`src/rtl/seq_mult_hs.sv`:
```
// Iterative shift-add multiplier retiring K multiplier bits per cycle, with
// valid/ready handshakes on operands and product; signed mode works on magnitudes.
module seq_mult_hs #(
    parameter int M = 12,
    parameter int K = 1
) (
    input  logic           clk,
    input  logic           rst_n,
    input  logic           in_valid,
    output logic           in_ready,
    input  logic [M-1:0]   a,
    input  logic [M-1:0]   b,
    input  logic           signed_mode,
    output logic           out_valid,
    input  logic           out_ready,
    output logic [2*M-1:0] mult
);

    localparam int STEPS = M / K;
    localparam int CW    = $clog2(STEPS + 1);

    typedef enum logic [1:0] {
        S_IDLE = 2'd0,
        S_RUN  = 2'd1,
        S_DONE = 2'd2
    } state_t;

    state_t           r_state;
    state_t           w_next_state;
    logic [2*M-1:0]   r_mcand;
    logic [M-1:0]     r_mplier;
    logic [2*M-1:0]   r_acc;
    logic [2*M-1:0]   r_mult;
    logic [CW-1:0]    r_cnt;
    logic             r_sign;

    logic [M-1:0]     w_mag_a;
    logic [M-1:0]     w_mag_b;
    logic [2*M-1:0]   w_partial;
    logic [2*M-1:0]   w_acc_next;
    logic [2*M-1:0]   w_final;

    // Magnitude of a two's complement value; the most negative value maps to 2^(M-1).
    function automatic logic [M-1:0] magnitude(input logic [M-1:0] v, input logic neg);
        magnitude = neg ? (~v + {{(M-1){1'b0}}, 1'b1}) : v;
    endfunction

    // State register.
    always_ff @(posedge clk or negedge rst_n) begin
        if (!rst_n) begin
            r_state <= S_IDLE;
        end else begin
            r_state <= w_next_state;
        end
    end

    // Next-state decode.
    always_comb begin
        w_next_state = r_state;
        case (r_state)
            S_IDLE: begin
                if (in_valid) w_next_state = S_RUN;
                else          w_next_state = S_IDLE;
            end
            S_RUN: begin
                if (r_cnt == CW'(1)) w_next_state = S_DONE;
                else                 w_next_state = S_RUN;
            end
            S_DONE: begin
                if (out_ready) w_next_state = S_IDLE;
                else           w_next_state = S_DONE;
            end
            default: w_next_state = S_IDLE;
        endcase
    end

    // Operand conditioning and one shift-add step of the datapath.
    always_comb begin
        w_mag_a    = magnitude(a, signed_mode & a[M-1]);
        w_mag_b    = magnitude(b, signed_mode & b[M-1]);
        w_partial  = r_mcand * {{(2*M-K){1'b0}}, r_mplier[K-1:0]};
        w_acc_next = r_acc + w_partial;
        if (r_sign) begin
            w_final = ~w_acc_next + (2*M)'(1);
        end else begin
            w_final = w_acc_next;
        end
    end

    // Datapath registers; mult only changes on the final RUN edge, so no partial sum leaks out.
    always_ff @(posedge clk or negedge rst_n) begin
        if (!rst_n) begin
            r_mcand  <= '0;
            r_mplier <= '0;
            r_acc    <= '0;
            r_mult   <= '0;
            r_cnt    <= '0;
            r_sign   <= 1'b0;
        end else begin
            case (r_state)
                S_IDLE: begin
                    if (in_valid) begin
                        r_mcand  <= {{M{1'b0}}, w_mag_a};
                        r_mplier <= w_mag_b;
                        r_sign   <= signed_mode & (a[M-1] ^ b[M-1]);
                        r_acc    <= '0;
                        r_cnt    <= CW'(STEPS);
                    end
                end
                S_RUN: begin
                    r_acc    <= w_acc_next;
                    r_mcand  <= r_mcand << K;
                    r_mplier <= r_mplier >> K;
                    r_cnt    <= r_cnt - CW'(1);
                    if (r_cnt == CW'(1)) begin
                        r_mult <= w_final;
                    end
                end
                S_DONE: begin
                    r_cnt <= r_cnt;
                end
                default: begin
                    r_cnt <= '0;
                end
            endcase
        end
    end

    assign in_ready  = (r_state == S_IDLE);
    assign out_valid = (r_state == S_DONE);
    assign mult      = r_mult;

endmodule

```
`config.mk`:
```
export PLATFORM = sky130hd
export DESIGN_NAME = seq_mult_hs
export DESIGN_NICKNAME = d
export VERILOG_FILES = /design/src/rtl/seq_mult_hs.sv
export SDC_FILE = /design/constraint.sdc
export NUM_CORES = 1
export LEC_CHECK = 0
export CAP_MARGIN = 40
export CORE_MARGIN = 2
export CORE_UTILIZATION = 59
export DETAILED_ROUTE_END_ITERATION = 8
export GPL_TIMING_DRIVEN = 0
export PLACE_DENSITY = 0.83
export SLEW_MARGIN = 10
export SYNTH_ARGS = -nofsm -noshare
export SYNTH_HDL_FRONTEND = slang
export SYNTH_SLANG_ARGS = --single-unit
```
`constraint.sdc`:
```
create_clock -name clk -period 3.9 [get_ports clk]
set_input_delay 0.78 -clock clk [delete_from_list [all_inputs] [get_ports clk]]
set_output_delay 0.78 -clock clk [all_outputs]
set_load 0.02 [all_outputs]
```
==> metrics.yaml <==
synth_seq_area_share: 0.373
antennaDiodeCount: 0
cts_made_buffers: 9
peakVddDrop_mv: 0.347
hold_viol: 0
vias: 5651
wl_per_cell_um: 17.7
cp_cell_sequence: "and2_1 -> ha_1 -> fa_1 -> a21o_1 -> and3_1 -> or3_1 -> a2111oi_4 -> and3_1 -> nand4_2 -> o41ai_2 -> xor2_1 -> o21ai_1"
dp_slack_ns: -0.388
power.density_mw_per_mm2: 686
synth_edf_count: 0
synth_ff_type: "dfrtp_1"
die-area_mm2: 0.0112
top_layer: "met4"
p_leak_uw: 0.00314
cp-end-kind: "flop"
worst_pin_slew_ns: 0.733
met3_length_um: 1070
grt_pass1_vias: 5505
cp_common_cell: "and3_1"
netlist_instances: 697
wl_um: 16200
first_pass_iters: 6
finClkSkew_ns: 0.0200
drive_gt1_frac: 0.0821
synth_seq_cells: 91
nets: 834
die_y_um: 106
avgViaCountPerCell: 6.17
crit_fanout: 8
cts.path.max_buffers: 2
power_uw: 4970
antenna_found_initial: 0
syn_nets: 755
hold_class: "in -> async"
setup_viol: 0
finalWorstSetupSlack_ns: 0.133
initial_core_util: 0.599
syn2layout_area_growth_pct: 18.8
cts_root_buf: "clkbuf_8"
cap_violations: 0
critical_path_class: "reg -> reg"
htreeDepth: 3
routabilityCongestion: 0.973
final_cell_mix: "dfrtp_1, nand2_1, o21ai_0"
grt_usage: 0.303
slew_headroom: 0.512
drc_errors: 0
portBuffers: 54
cp_slowest_cell: "dfrtp_2"
synthArstFlopShare: 1.00
synth.avg_cell_area_um2: 8.75
overflow: 0
rsz0062_at_grt: "true"
grt_max_degree: 58
hold_buffers: 0
grt_pass1_wl_um: 26800
route.met2.wl_um: 7700
drt_iter0_drc: 339
die_x_um: 106
cp.arrival_ns: 4.00
tritoncts: "done"
dp.final_hpwl_um: 12600
syn-cell-area_mm2: 0.00610
clock_latency_ns: 0.37
met1_length_um: 7090
status: "finished, final reports clean"
fp.coreArea_mm2: 0.0102
layout_commonest_cell: "dfrtp_1"
path_clk_slew_ns: 0.10
crit_path_max_incr_delay_ns: 0.50
antenna_left: 0
pin_count: 55
setup_tns_ns: 0
fin_crit_ns: 3.77
cp_top_family: "simple AND/OR/NAND/NOR gates"
yosysWarnings: 0
cts_sinks: 91
rows: 37
maxSlewViolCount: 0
worst_setup_path_start_kind: "flop"
worstPathRequired_ns: 4.14
final.period_utilization: 0.966
max_freq_mhz: 265
crit_buf_inv: 0
synth_cell_types: 65
flip-flops by register name, indices dropped and copies added, names as in the netlist:
name      flops
r_sign        1
mult         24
r_cnt         4
r_state       2
r_acc        24
r_mplier     12
r_mcand      24
path summary, 6_finish.rpt:
| kind | slack, ns | startpoint | endpoint | cells past startpoint |
|---|---|---|---|---|
| setup reg to reg | 0.13 | r_mplier[0]$_DFFE_PN0P_ | mult[21]$_DFFE_PN0P_ | 12 |
| hold / removal | 0.35 | rst_n | mult[19]$_DFFE_PN0P_ | 1 |
| setup / recovery | 0.13 | r_mplier[0]$_DFFE_PN0P_ | mult[21]$_DFFE_PN0P_ | 12 |
| max in group asynchronous | 2.91 | rst_n | r_mplier[0]$_DFFE_PN0P_ | 2 |
| hold reg to reg | 0.48 | mult[2]$_DFFE_PN0P_ | mult[2]$_DFFE_PN0P_ | 2 |
| min in group clk | 0.48 | mult[2]$_DFFE_PN0P_ | mult[2]$_DFFE_PN0P_ | 2 |
Yosys cell counts (all sizes together), types with 3 or more instances:
master / count / area (um^2)
nor2b: 14 / 87.6
buf: 5 / 21.3
nand4: 6 / 43.8
nand2: 77 / 289
ha: 28 / 350
nor2: 35 / 131
nor3: 13 / 65.1
dfrtp: 91 / 2280
o21a: 3 / 22.5
o31ai: 10 / 75.1
a31oi: 5 / 46.3
or3: 10 / 62.6
nor4: 4 / 25.0
xnor2: 30 / 263
inv: 14 / 52.6
clkbuf: 30 / 113
o2111ai: 4 / 35.0
a22oi: 24 / 180
xor2: 22 / 193
a21boi: 3 / 22.5
o211ai: 6 / 45.0
a22o: 25 / 219
and2: 32 / 201
or4: 3 / 22.5
and3: 4 / 25.0
mux2i: 8 / 80.1
o21ai: 89 / 445
nand2b: 8 / 50.1
nand3: 12 / 60.1
a21oi: 36 / 184
a21o: 12 / 92.6
and4: 3 / 26.3
cells by family after synthesis:
family	synth area share
AOI/OAI and AO/OA	0.258
and+or+nand+nor	0.188
DFF	0.373
xor gates and xnor gates	0.0747
buffers and inverters	0.0306
adders and majority gates	0.0607
muxes	0.0150
per-layer routing:
layer,vias to the layer above,global-route usage
met5,-,0
met4,0,0.115
met3,30,0.0390
met2,200,0.513
met1,2713,0.396
li1,2708,-
area by class of cell:
type	instances	area [um^2]
multi-input cells	557	3740
fillers	842	2940
flip-flops and latches	91	2280
repair buffers	69	668
well taps	136	170
clock buffers	12	155
plain buffers	34	134
inverters	14	52.6
clock inverters	3	47.5
report_power, final:
group / total (uW) / switching, uW / internal (uW)
registers: 1560 / 261 / 1300
clock network: 680 / 349 / 331
logic: 2730 / 1600 / 1130
metrics by stage:
step	instances	instance area, um^2	hold slack, ns	util
floorplan	697	6100	0.456	-
global placement	887	6810	0.462	0.669
detailed placement	889	6840	0.469	0.672
CTS	909	7130	0.373	0.700
global route	916	7240	0.391	0.711
finish	916	7240	0.354	0.711
timing repair:
item                                   CTS  global route
endpoints found under the hold margin    0             0
cloned                                   0             0
setup endpoints to repair               10             8
buffers inserted                         5             8
resized for setup                        9            22
pin swaps                                4             4
No activity file was read; power rests on OpenSTA's default activity.
